--- config.mk ---
export PLATFORM = sky130hd
export DESIGN_NAME = fetch_branch_sequencer
export DESIGN_NICKNAME = d
export VERILOG_FILES = /design/src/rtl/cpu_pkg.sv /design/src/rtl/branch_cond_eval.sv /design/src/rtl/fetch_branch_sequencer.sv
export SDC_FILE = /design/constraint.sdc
export NUM_CORES = 1
export LEC_CHECK = 0
export ABC_CLOCK_PERIOD_IN_PS = 2600
export BUFFER_PORTS_ARGS = -buffer_cell sky130_fd_sc_hd__buf_2
export CAP_MARGIN = 20
export CORE_ASPECT_RATIO = 1.1
export CORE_MARGIN = 2
export CORE_UTILIZATION = 45
export DETAILED_ROUTE_END_ITERATION = 10
export GPL_TIMING_DRIVEN = 1
export PLACE_DENSITY = 0.85
export SYNTH_ARGS = -nofsm -noshare
export SYNTH_HDL_FRONTEND = slang
export SYNTH_SLANG_ARGS = --single-unit
--- constraint.sdc ---
create_clock -name clock -period 2.6 [get_ports clock]
set_input_delay 0.13 -clock clock [delete_from_list [all_inputs] [get_ports clock]]
set_output_delay 0.13 -clock clock [all_outputs]
set_load 0.05 [all_outputs]
--- src/rtl/cpu_pkg.sv ---
// Shared types and constants for the fetch/branch sequencer and its datapath.
package cpu_pkg;

  typedef enum logic [2:0] {
    ST_IDLE   = 3'd0,
    ST_ADDR   = 3'd1,
    ST_WAIT   = 3'd2,
    ST_HOLD   = 3'd3,
    ST_BRANCH = 3'd4
  } fetch_state_e;

  localparam logic [1:0] COND_ZERO    = 2'b00;
  localparam logic [1:0] COND_NONZERO = 2'b01;
  localparam logic [1:0] COND_POS     = 2'b10;
  localparam logic [1:0] COND_NEG     = 2'b11;

  // Instruction word field positions
  localparam int IR_COND_HI = 20;
  localparam int IR_COND_LO = 19;
  localparam int IR_OFS_HI  = 18;
  localparam int IR_OFS_W   = 19;

endpackage

--- src/rtl/branch_cond_eval.sv ---
// Branch condition test on a register value; purely combinational so the
// datapath CON flop can reuse it.
module branch_cond_eval
  import cpu_pkg::*;
(
  input  logic [1:0]  cond,
  input  logic [31:0] value,
  output logic        taken
);

  // Decode the two-bit condition against the sign and zero-ness of value
  always_comb begin
    taken = 1'b0;
    case (cond)
      COND_ZERO:    taken = (value == 32'd0);
      COND_NONZERO: taken = (value != 32'd0);
      COND_POS:     taken = !value[31] && (value != 32'd0);
      COND_NEG:     taken = value[31];
      default:      taken = 1'b0;
    endcase
  end

endmodule

--- src/rtl/fetch_branch_sequencer.sv ---
// Fetch-side sequencer: fetches one word at the PC, holds it for the decoder
// and resolves conditional branches by steering the PC control inputs.
//
//   state  | meaning
//   IDLE   | waiting for start
//   ADDR   | address registered, PC increments this cycle
//   WAIT   | read outstanding, bounded by WAIT_MAX cycles
//   HOLD   | ir valid, waiting for ack or branch evaluation
//   BRANCH | drive CON/enable from latched condition, pulse br_done
module fetch_branch_sequencer
  import cpu_pkg::*;
#(
  parameter int ADDR_W   = 9,
  parameter int WAIT_MAX = 15
) (
  input  logic              clock,
  input  logic              clear_n,
  input  logic              start,
  input  logic [31:0]       pc_value,
  output logic              pc_enable,
  output logic              pc_inc,
  output logic              pc_con,
  output logic [31:0]       pc_offset,
  output logic [ADDR_W-1:0] mem_addr,
  output logic              mem_rd,
  input  logic              mem_ready,
  input  logic [31:0]       mem_rdata,
  output logic [31:0]       ir,
  output logic              ir_valid,
  input  logic              ir_ack,
  input  logic              br_eval,
  input  logic [31:0]       br_reg_value,
  output logic              br_done,
  output logic              busy,
  output logic              fetch_err
);

  localparam int CNT_W = $clog2(WAIT_MAX) + 1;

  fetch_state_e      state_q, state_d;
  logic [CNT_W-1:0]  cnt_q, cnt_d;
  logic [31:0]       ir_q, ir_d;
  logic [ADDR_W-1:0] addr_q, addr_d;
  logic              con_q, con_d;
  logic              err_q, err_d;
  logic              cond_taken;

  // Only the word-address bits of the PC reach memory
  logic unused_pc_hi;
  assign unused_pc_hi = ^pc_value[31:ADDR_W];

  branch_cond_eval u_cond (
    .cond  (ir_q[IR_COND_HI:IR_COND_LO]),
    .value (br_reg_value),
    .taken (cond_taken)
  );

  // State and datapath registers
  always_ff @(posedge clock or negedge clear_n) begin
    if (!clear_n) begin
      state_q <= ST_IDLE;
      cnt_q   <= '0;
      ir_q    <= '0;
      addr_q  <= '0;
      con_q   <= 1'b0;
      err_q   <= 1'b0;
    end else begin
      state_q <= state_d;
      cnt_q   <= cnt_d;
      ir_q    <= ir_d;
      addr_q  <= addr_d;
      con_q   <= con_d;
      err_q   <= err_d;
    end
  end

  // Next-state and register updates
  always_comb begin
    state_d = state_q;
    cnt_d   = cnt_q;
    ir_d    = ir_q;
    addr_d  = addr_q;
    con_d   = con_q;
    err_d   = err_q;
    case (state_q)
      ST_IDLE: begin
        if (start) begin
          state_d = ST_ADDR;
          addr_d  = pc_value[ADDR_W-1:0];
          err_d   = 1'b0;
        end
      end
      ST_ADDR: begin
        state_d = ST_WAIT;
        cnt_d   = '0;
      end
      ST_WAIT: begin
        if (mem_ready) begin
          ir_d    = mem_rdata;
          state_d = ST_HOLD;
        end else if (cnt_q == CNT_W'(WAIT_MAX - 1)) begin
          err_d   = 1'b1;
          state_d = ST_IDLE;
        end else begin
          cnt_d = cnt_q + CNT_W'(1);
        end
      end
      ST_HOLD: begin
        // A branch request implies the ack, so it takes priority
        if (br_eval) begin
          con_d   = cond_taken;
          state_d = ST_BRANCH;
        end else if (ir_ack) begin
          state_d = ST_IDLE;
        end
      end
      ST_BRANCH: state_d = ST_IDLE;
      default:   state_d = ST_IDLE;
    endcase
  end

  // Outputs decoded from registered state only; enable never fires without
  // either IncPC (ADDR) or CON (taken branch)
  always_comb begin
    pc_enable = (state_q == ST_ADDR) || ((state_q == ST_BRANCH) && con_q);
    pc_inc    = (state_q == ST_ADDR);
    pc_con    = (state_q == ST_BRANCH) && con_q;
    mem_rd    = (state_q == ST_WAIT);
    ir_valid  = (state_q == ST_HOLD);
    br_done   = (state_q == ST_BRANCH);
    busy      = (state_q != ST_IDLE);
  end

  assign pc_offset = {{(32 - IR_OFS_W){ir_q[IR_OFS_HI]}}, ir_q[IR_OFS_HI:0]};
  assign mem_addr  = addr_q;
  assign ir        = ir_q;
  assign fetch_err = err_q;

endmodule

==> flow_metrics.py, run 1 <==
metrics = {
    "floorplanning": {
        "floorplan.die_area_um2": 6525,
        "die_h_um": 84.52,
        "placeableCoreArea_um2": 5733,
        "ports": 183,
        "horizontal_die_dimension_um": 77.20,
        "start_util_pct": 46.27,
        "row_count": 29,
    },
    "sta": {
        "timing.final.hold_violations": 0,
        "tightest_slew_margin_relative_to_the_limit_pct": 66.37,
        "final.setup.tns_ps": 0,
        "setup_viol": 0,
        "period_share_pct": 71.00,
        "slew_at_the_pin_closest_to_its_max_slew_limit_ps": 504.5,
        "period_minus_slack_ps": 1846,
        "grt_setup_unrepaired": "false",
        "timing.clock.skew_ps": 11.93,
        "timing_max_transition_violations_final": 0,
        "timing.fmax_mhz": 541.7,
    },
    "yosys": {
        "syn-instance-count": 202,
        "number_of_enable_flip_flop_cells_after_synthesis": 0,
        "synth.ff_latch_count": 51,
        "postSynth.topFlopCell": "dfrtp_1",
        "async_flop_share_pct": 100.0,
        "netlist_area_um2": 2653,
        "post_synth.cell_area_avg_um2": 13.13,
        "synthesis.nets": 306,
        "synth-warning-count": 0,
        "synth_sequential_area_ratio_pct": 48.11,
        "synth_cell_type_count": 39,
    },
    "detailed_routing": {
        "detailedRoute.firstIterationViolations": 85,
        "via_per_inst": 4.655,
        "antenna_violating_nets_post_route": 0,
        "total_wire_length_mm": 5.459,
        "via_count": 1904,
        "drt-wirelength-per-cell_um": 13.35,
        "total_drc_errors_in_the_routed_layout": 0,
        "dr.pass1.iters": 4,
    },
    "min_path": {
        "timing.hold.worst.class": "primary input to flop",
        "hold_path_startpoint": "mem_rdata[17]",
        "worst_hold_path.num_cells": 2,
    },
    "clocking": {
        "clock_latency_ps": 300,
        "h-tree-depth": 2,
        "tritoncts": "done",
        "cts_made_buffers": 5,
        "cts.root.buffer_cell": "clkbuf_8",
        "clock_sinks": 51,
        "clkTransAtPathRegs_ps": 100,
        "clk_buf_depth": 2,
        "post-cts-setup-buffers": 0,
    },
    "critical_path": {
        "cp_num_cells": 5,
        "crit_path_top_delay_cell": "dfrtp_1",
        "critPathLaunchType": "flop",
        "worstRegToRegCells": 3,
        "required_ps": 2470,
        "path_class": "flop to output pin",
        "timing.critical_path.from": "state_q[2]",
        "worstPathMaxFanout": 12,
        "crit_path_max_incr_delay_ps": 590,
        "critical-path-top-delay-family": "flip-flops",
        "worst_r2r_startpoint": "state_q[2]",
        "path_buf_inv": 2,
        "cp_arrival_ps": 1720,
        "endpoint_kind": "output pin",
        "worstPathCellList": "nor2_1 -> nand2_1 -> inv_1 -> or2_2 -> buf_2",
    },
    "placed_design": {
        "gpl.final_weighted_congestion": 0.7753,
        "hpwl_mm": 4.214,
        "placement.io_buffers": 159,
    },
    "final_layout": {
        "antennaDiodeCount": 0,
        "drive_gt1_share_pct": 66.87,
        "finish.net_count": 435,
        "syn2layout_area_growth_pct": 27.22,
    },
    "grt": {
        "track_usage_pct": 16.08,
        "first_global_vias": 1854,
        "grt_antenna_before_repair": 0,
        "grt_start_max_net_pins": 52,
        "grt_overflow_total": 0,
        "grt_first_pass_wirelength_mm": 8.507,
    },
    "outcome": {
        "outcome": "complete, no violations",
    },
    "job": {
        "maxCapViolations": 0,
    },
}
cell usage in the layout (no fill, tap or decap), types with 3 or more instances in the layout:
cell type	synthesis	routed
mux2_2	11	11
nor2_1	8	8
nor4_2	3	3
nor3b_2	2	3
nor4_1	5	5
nor3_1	3	3
mux2_4	30	30
o21ai_0	3	3
dfrtp_1	51	51
inv_1	5	5
and2_1	4	3
clkbuf_8	0	6
buf_2	2	159
nand2_1	6	6
final timing paths:
check | to | slack [ps]
worst max-delay path | pc_enable | 750
worst min-delay path | ir[17] | 50
worst max register to register | mem_addr[0] | 790
worst min register to register | cnt_q[4] | 480
max in group asynchronous | ir[20] | 1730
min in group asynchronous | ir[5] | 330
worst reg2reg max path, stage by stage (launching register included):
cell and delay (ps):
dfrtp_1 530, nor3_1 350, and2_1 440, mux2_2 390
cells by family (layout without fill, tap and decap cells):
kind of cell | count (synthesis) | count (layout) | share of synthesized area [%]
AOI/OAI and AO/OA | 12 | 12 | 3.066
xor gates and xnor gates | 3 | 3 | 0.9907
adders and majority gates | 2 | 2 | 0.9432
buffers and inverters | 45 | 175 | 12.97
DFF | 51 | 51 | 48.11
muxes | 43 | 43 | 22.41
and+or+nand+nor | 46 | 46 | 11.51
synthesized netlist by cell type, types with 2 or more instances:
library cell | n | share of area [%]
a21o_1 | 2 | 0.57
and2_1 | 4 | 0.94
buf_2 | 2 | 0.38
buf_4 | 33 | 9.3
buf_6 | 2 | 0.85
buf_8 | 3 | 1.7
dfrtp_1 | 51 | 48
ha_1 | 2 | 0.94
inv_1 | 5 | 0.71
mux2_2 | 11 | 4.7
mux2_4 | 30 | 17
mux2i_1 | 2 | 0.75
nand2_1 | 6 | 0.85
nand3_1 | 2 | 0.38
nand4_1 | 2 | 0.47
nand4b_1 | 2 | 0.66
nor2_1 | 8 | 1.1
nor2b_1 | 2 | 0.47
nor3_1 | 3 | 0.57
nor3b_2 | 2 | 0.94
nor4_1 | 5 | 1.2
nor4_2 | 3 | 1.4
o21ai_0 | 3 | 0.57
xor2_1 | 2 | 0.66
sequential cells by signal, summed over array words and instances (netlist names):
register	count
state_q	3
mem_addr	9
fetch_err	1
con_q	1
ir	32
cnt_q	5
layout make-up:
type	count	area, um^2
tap	77	96.34
multi-input combinational	106	1039
timing repair buffer	162	845.8
fill	493	2359
clock inverter	2	16.27
sequential	51	1276
inverter	5	18.77
clock buffer	6	82.58
routing by layer:
| layer | track usage (%) | up-vias | part of all wire, % |
|---|---|---|---|
| met5 | 0 | - | 0 |
| met4 | 5.844 | 0 | 1.3 |
| met3 | 2.258 | 7 | 4.5 |
| met2 | 30.04 | 69 | 56 |
| met1 | 18.60 | 905 | 38 |
| li1 | - | 923 | - |
through the flow:
stage	setup slack, ps	hold slack (ps)	utilization, %	area (um^2)	instances
floorplan	276.7	-165.6	-	2658	202
global placement	831.5	360.1	56.61	3246	399
detailed placement	794.9	365.2	56.61	3246	399
CTS	743.8	41.90	58.34	3344	407
global route	654.2	33.57	58.86	3374	409
finish	754.1	52.77	58.86	3374	409
repair_timing:
action                                 in CTS  in global routing
hold buffers                                0                  1
endpoints found under the hold margin       0                 21
gates resized for setup                     0                  0
Power of run 1 is not shown: default switching activity piles up to over one toggle a cycle in this logic, so the estimate is an artifact.
==> run 2: changes to the inputs <==
ABC_AREA = 1   (was unset)
ABC_CLOCK_PERIOD_IN_PS = 1700   (was 2600)
CORE_UTILIZATION = 41   (was 45)
PLACE_DENSITY = 0.8   (was 0.85)
clock period = 1.7 ns   (was 2.6 ns; I/O delays follow)
==> run 2 against run 1 <==
  * Core utilization up 1.8 points
  * Critical path depth down 1
  * Non-clock buffer count up 43
  * Design area up 9.3%
  * Worst hold slack worse by 29 ps
  * First-iteration DRC count down 42%
  * Routed wire length up 25%
  * Via count up 34%
  * Setup slack worse by 610 ps
  * Register-to-register slack worse by 620 ps
  * Sequential cell count unchanged
  * Sequential share of layout area down 3.2 points
==> flow_metrics.py, run 2 <==
metrics = {
    "power_and_ir_drop": {
        "leakagePower_nw": 2.156,
        "seqPwrFrac_pct": 25.8,
        "p_sw_w": 0.005077,
        "share_comb_of_total_power_pct": 64.8,
        "internal_power_w": 0.003319,
        "switching_share_pct": 60.47,
        "post-layout-total-power_w": 0.008396,
        "power_density_nw_per_um2": 2276,
        "peak_supply_drop_uv": 1209,
        "power_frac_clock_pct": 9.4,
    },
    "floorplanning": {
        "start_util_pct": 41.63,
        "floorplan.die_area_um2": 6819,
        "horizontal_die_dimension_um": 78.92,
        "placeableCoreArea_um2": 6081,
        "ports": 183,
        "die_h_um": 86.41,
        "row_count": 30,
    },
    "grt": {
        "grt_first_pass_wirelength_mm": 10.91,
        "grt_antenna_before_repair": 0,
        "grt_overflow_total": 0,
        "track_usage_pct": 20.31,
        "first_global_vias": 2527,
        "grt_start_max_net_pins": 33,
    },
    "detailed_routing": {
        "antenna_violating_nets_post_route": 0,
        "drt-wirelength-per-cell_um": 12.04,
        "via_count": 2554,
        "detailedRoute.firstIterationViolations": 49,
        "total_wire_length_mm": 6.814,
        "via_per_inst": 4.512,
        "dr.pass1.iters": 4,
        "total_drc_errors_in_the_routed_layout": 0,
    },
    "critical_path": {
        "path_class": "flop to output pin",
        "worstReg2RegEnd": "fetch_err",
        "r2r_slack_ps": 170,
        "endpoint_kind": "output pin",
        "worstPathMaxFanout": 4,
        "cp_arrival_ps": 1470,
        "required_ps": 1620,
        "critPathLaunchType": "flop",
        "worst_r2r_startpoint": "state_q[2]",
        "worstRegToRegCells": 6,
    },
    "min_path": {
        "worst_hold_path.num_cells": 3,
        "hold_path_startpoint": "mem_rdata[19]",
        "whs_endpoint": "ir[19]",
        "timing.hold.worst.class": "primary input to flop",
    },
    "yosys": {
        "postSynth.topFlopCell": "dfrtp_1",
        "netlist_top_cells_area": "dfrtp_1 50%, nand2_1 21%, buf_4 11%",
        "number_of_enable_flip_flop_cells_after_synthesis": 0,
        "synth.top_cell.area_share_pct": 50.42,
        "syn-instance-count": 313,
        "synth_area_leader_cell": "dfrtp_1",
        "synth_cell_type_count": 22,
        "synth-warning-count": 0,
        "most_repeated_cell_in_the_gate_level_netlist_after_synthesis": "nand2_1",
        "synth.ff_latch_count": 51,
        "post_synth.cell_area_avg_um2": 8.087,
        "synthesis.nets": 417,
        "netlist_area_um2": 2531,
        "top_cells_by_count_synth": "142 x nand2_1, 51 x dfrtp_1, 36 x buf_4",
        "synth_sequential_area_ratio_pct": 50.42,
        "async_flop_share_pct": 100.0,
    },
    "final_layout": {
        "multi_input_gate_area_in_the_final_layout_um2": 878.3,
        "post-route-cell-area_um2": 3690,
        "syn2layout_area_growth_pct": 45.77,
        "layout_common_cells": "159 x buf_2, 142 x nand2_1, 50 x dfrtp_1",
        "drive_gt1_share_pct": 37.86,
        "seqCellArea_um2": 1277,
        "mostFrequentLayoutCell": "buf_2",
        "antennaDiodeCount": 0,
        "finish.net_count": 590,
        "fillers": 549,
        "flip_flop_count_of_the_largest_register_after_layout": 32,
    },
    "clocking": {
        "clock_latency_ps": 290,
        "h-tree-depth": 2,
        "tritoncts": "done",
        "cts_made_buffers": 5,
        "clkTransAtPathRegs_ps": 80,
        "clock_sinks": 51,
        "clk_buf_depth": 2,
        "cts.root.buffer_cell": "clkbuf_8",
    },
    "placed_design": {
        "hpwl_mm": 4.625,
        "gpl.final_weighted_congestion": 0.8599,
        "placed_cell_area_um2": 3184,
        "placement.io_buffers": 159,
    },
    "sta": {
        "setup_viol": 0,
        "period_minus_slack_ps": 1554,
        "timing_max_transition_violations_final": 0,
        "slew_at_the_pin_closest_to_its_max_slew_limit_ps": 427.6,
        "tightest_slew_margin_relative_to_the_limit_pct": 71.49,
        "timing.fmax_mhz": 643.3,
        "grt_setup_unrepaired": "false",
        "timing.clock.skew_ps": 6.385,
        "period_share_pct": 91.44,
        "timing.final.hold_violations": 0,
    },
    "outcome": {
        "outcome": "complete, no violations",
    },
    "job": {
        "maxCapViolations": 0,
    },
}
[run 2: cell count changes after synthesis, sizes merged, moves of 3 or more]
cell   change
and2       -4
nor3b      -3
nor4       -8
nand2    +137
mux2      -41
o21ai      +3
nor2      +24
inv       +15
nand3      +4
[run 2: kinds of logic (layout without fill, tap and decap cells)]
family	count (synthesis)	count (layout)	synth area share [%]
buffers and inverters	59	232	14.98
AND/OR/NAND/NOR	189	189	30.70
adder cells (fa/ha/maj)	2	2	0.9885
flip-flops	51	51	50.42
AO/OA/AOI/OAI	10	10	2.224
XOR/XNOR	2	2	0.6922
[run 2: area by class of cell]
| class | instances | share of cell area [%] |
|---|---|---|
| Clock inverter | 1 | 0.8138 |
| Timing Repair Buffer | 205 | 33.98 |
| Tap cell | 80 | 2.713 |
| Multi-Input combinational cell | 203 | 23.80 |
| Sequential cell | 51 | 34.62 |
| Inverter | 20 | 2.102 |
| Clock buffer | 6 | 1.967 |
[run 2: power by group through the flow]
| stage | registers, W | logic [W] | clock network, W |
|---|---|---|---|
| final | 0.00217 | 0.00544 | 0.000787 |
| after global routing | 0.00224 | 0.00576 | 0.000873 |
| after detailed placement | 0.00216 | 0.00537 | 0 |
| after CTS | 0.00215 | 0.00544 | 0.000819 |
| after global placement | 0.00213 | 0.00529 | 0 |
| after floorplan | 0.00378 | 0.00300 | 0 |
[run 2: critical path, cell delays in order (launching register included)]
cell     delay (ps)
dfrtp_1         450
nor2_1           90
and3_1          160
or2_2           260
buf_2           210
[run 2: per-stage QoR]
stage | instances | hold slack [ps] | setup TNS (ps) | setup WS, ps | utilization [%]
4_1_cts | 565 | 1.997 | 0 | 124.2 | 60.47
3_5_place_dp | 519 | 48.12 | 0 | 167.7 | 52.37
3_3_place_gp | 519 | 45.68 | 0 | 209.7 | 52.37
6_report | 566 | 23.32 | 0 | 145.5 | 60.68
5_1_grt | 566 | 38.13 | 0 | 27.98 | 60.68
2_1_floorplan | 313 | -210.6 | -486.7 | -22.85 | -
[run 2: worst max-delay path by stage]
stage	from	endpoint	slack (ps)	cells after the start
2_1_floorplan	state_q[2]	ir[18]	-20	7
3_3_place_gp	state_q[2]	fetch_err	210	6
3_5_place_dp	state_q[2]	fetch_err	170	6
4_1_cts	state_q[1]	pc_enable	120	4
5_1_grt	state_q[1]	fetch_err	30	7
6_report	state_q[1]	pc_enable	150	4
[run 2: layer usage]
layer	vias to the layer above	track usage, %	share of wire [%]
met2	125	38.54	52
met5	-	0	0
met4	0	10.19	3.9
met1	1144	21.07	37
li1	1262	-	-
met3	23	4.167	7.6
[run 2: repair_timing]
| item | 4_1_cts | 5_1_grt |
|---|---|---|
| setup endpoints to repair | 0 | 4 |
| buffers inserted | 0 | 0 |
| endpoints found under the hold margin | 53 | 1 |
| resized for setup | 0 | 1 |
| hold buffers | 39 | 1 |
(Power assumes the default switching activity.)
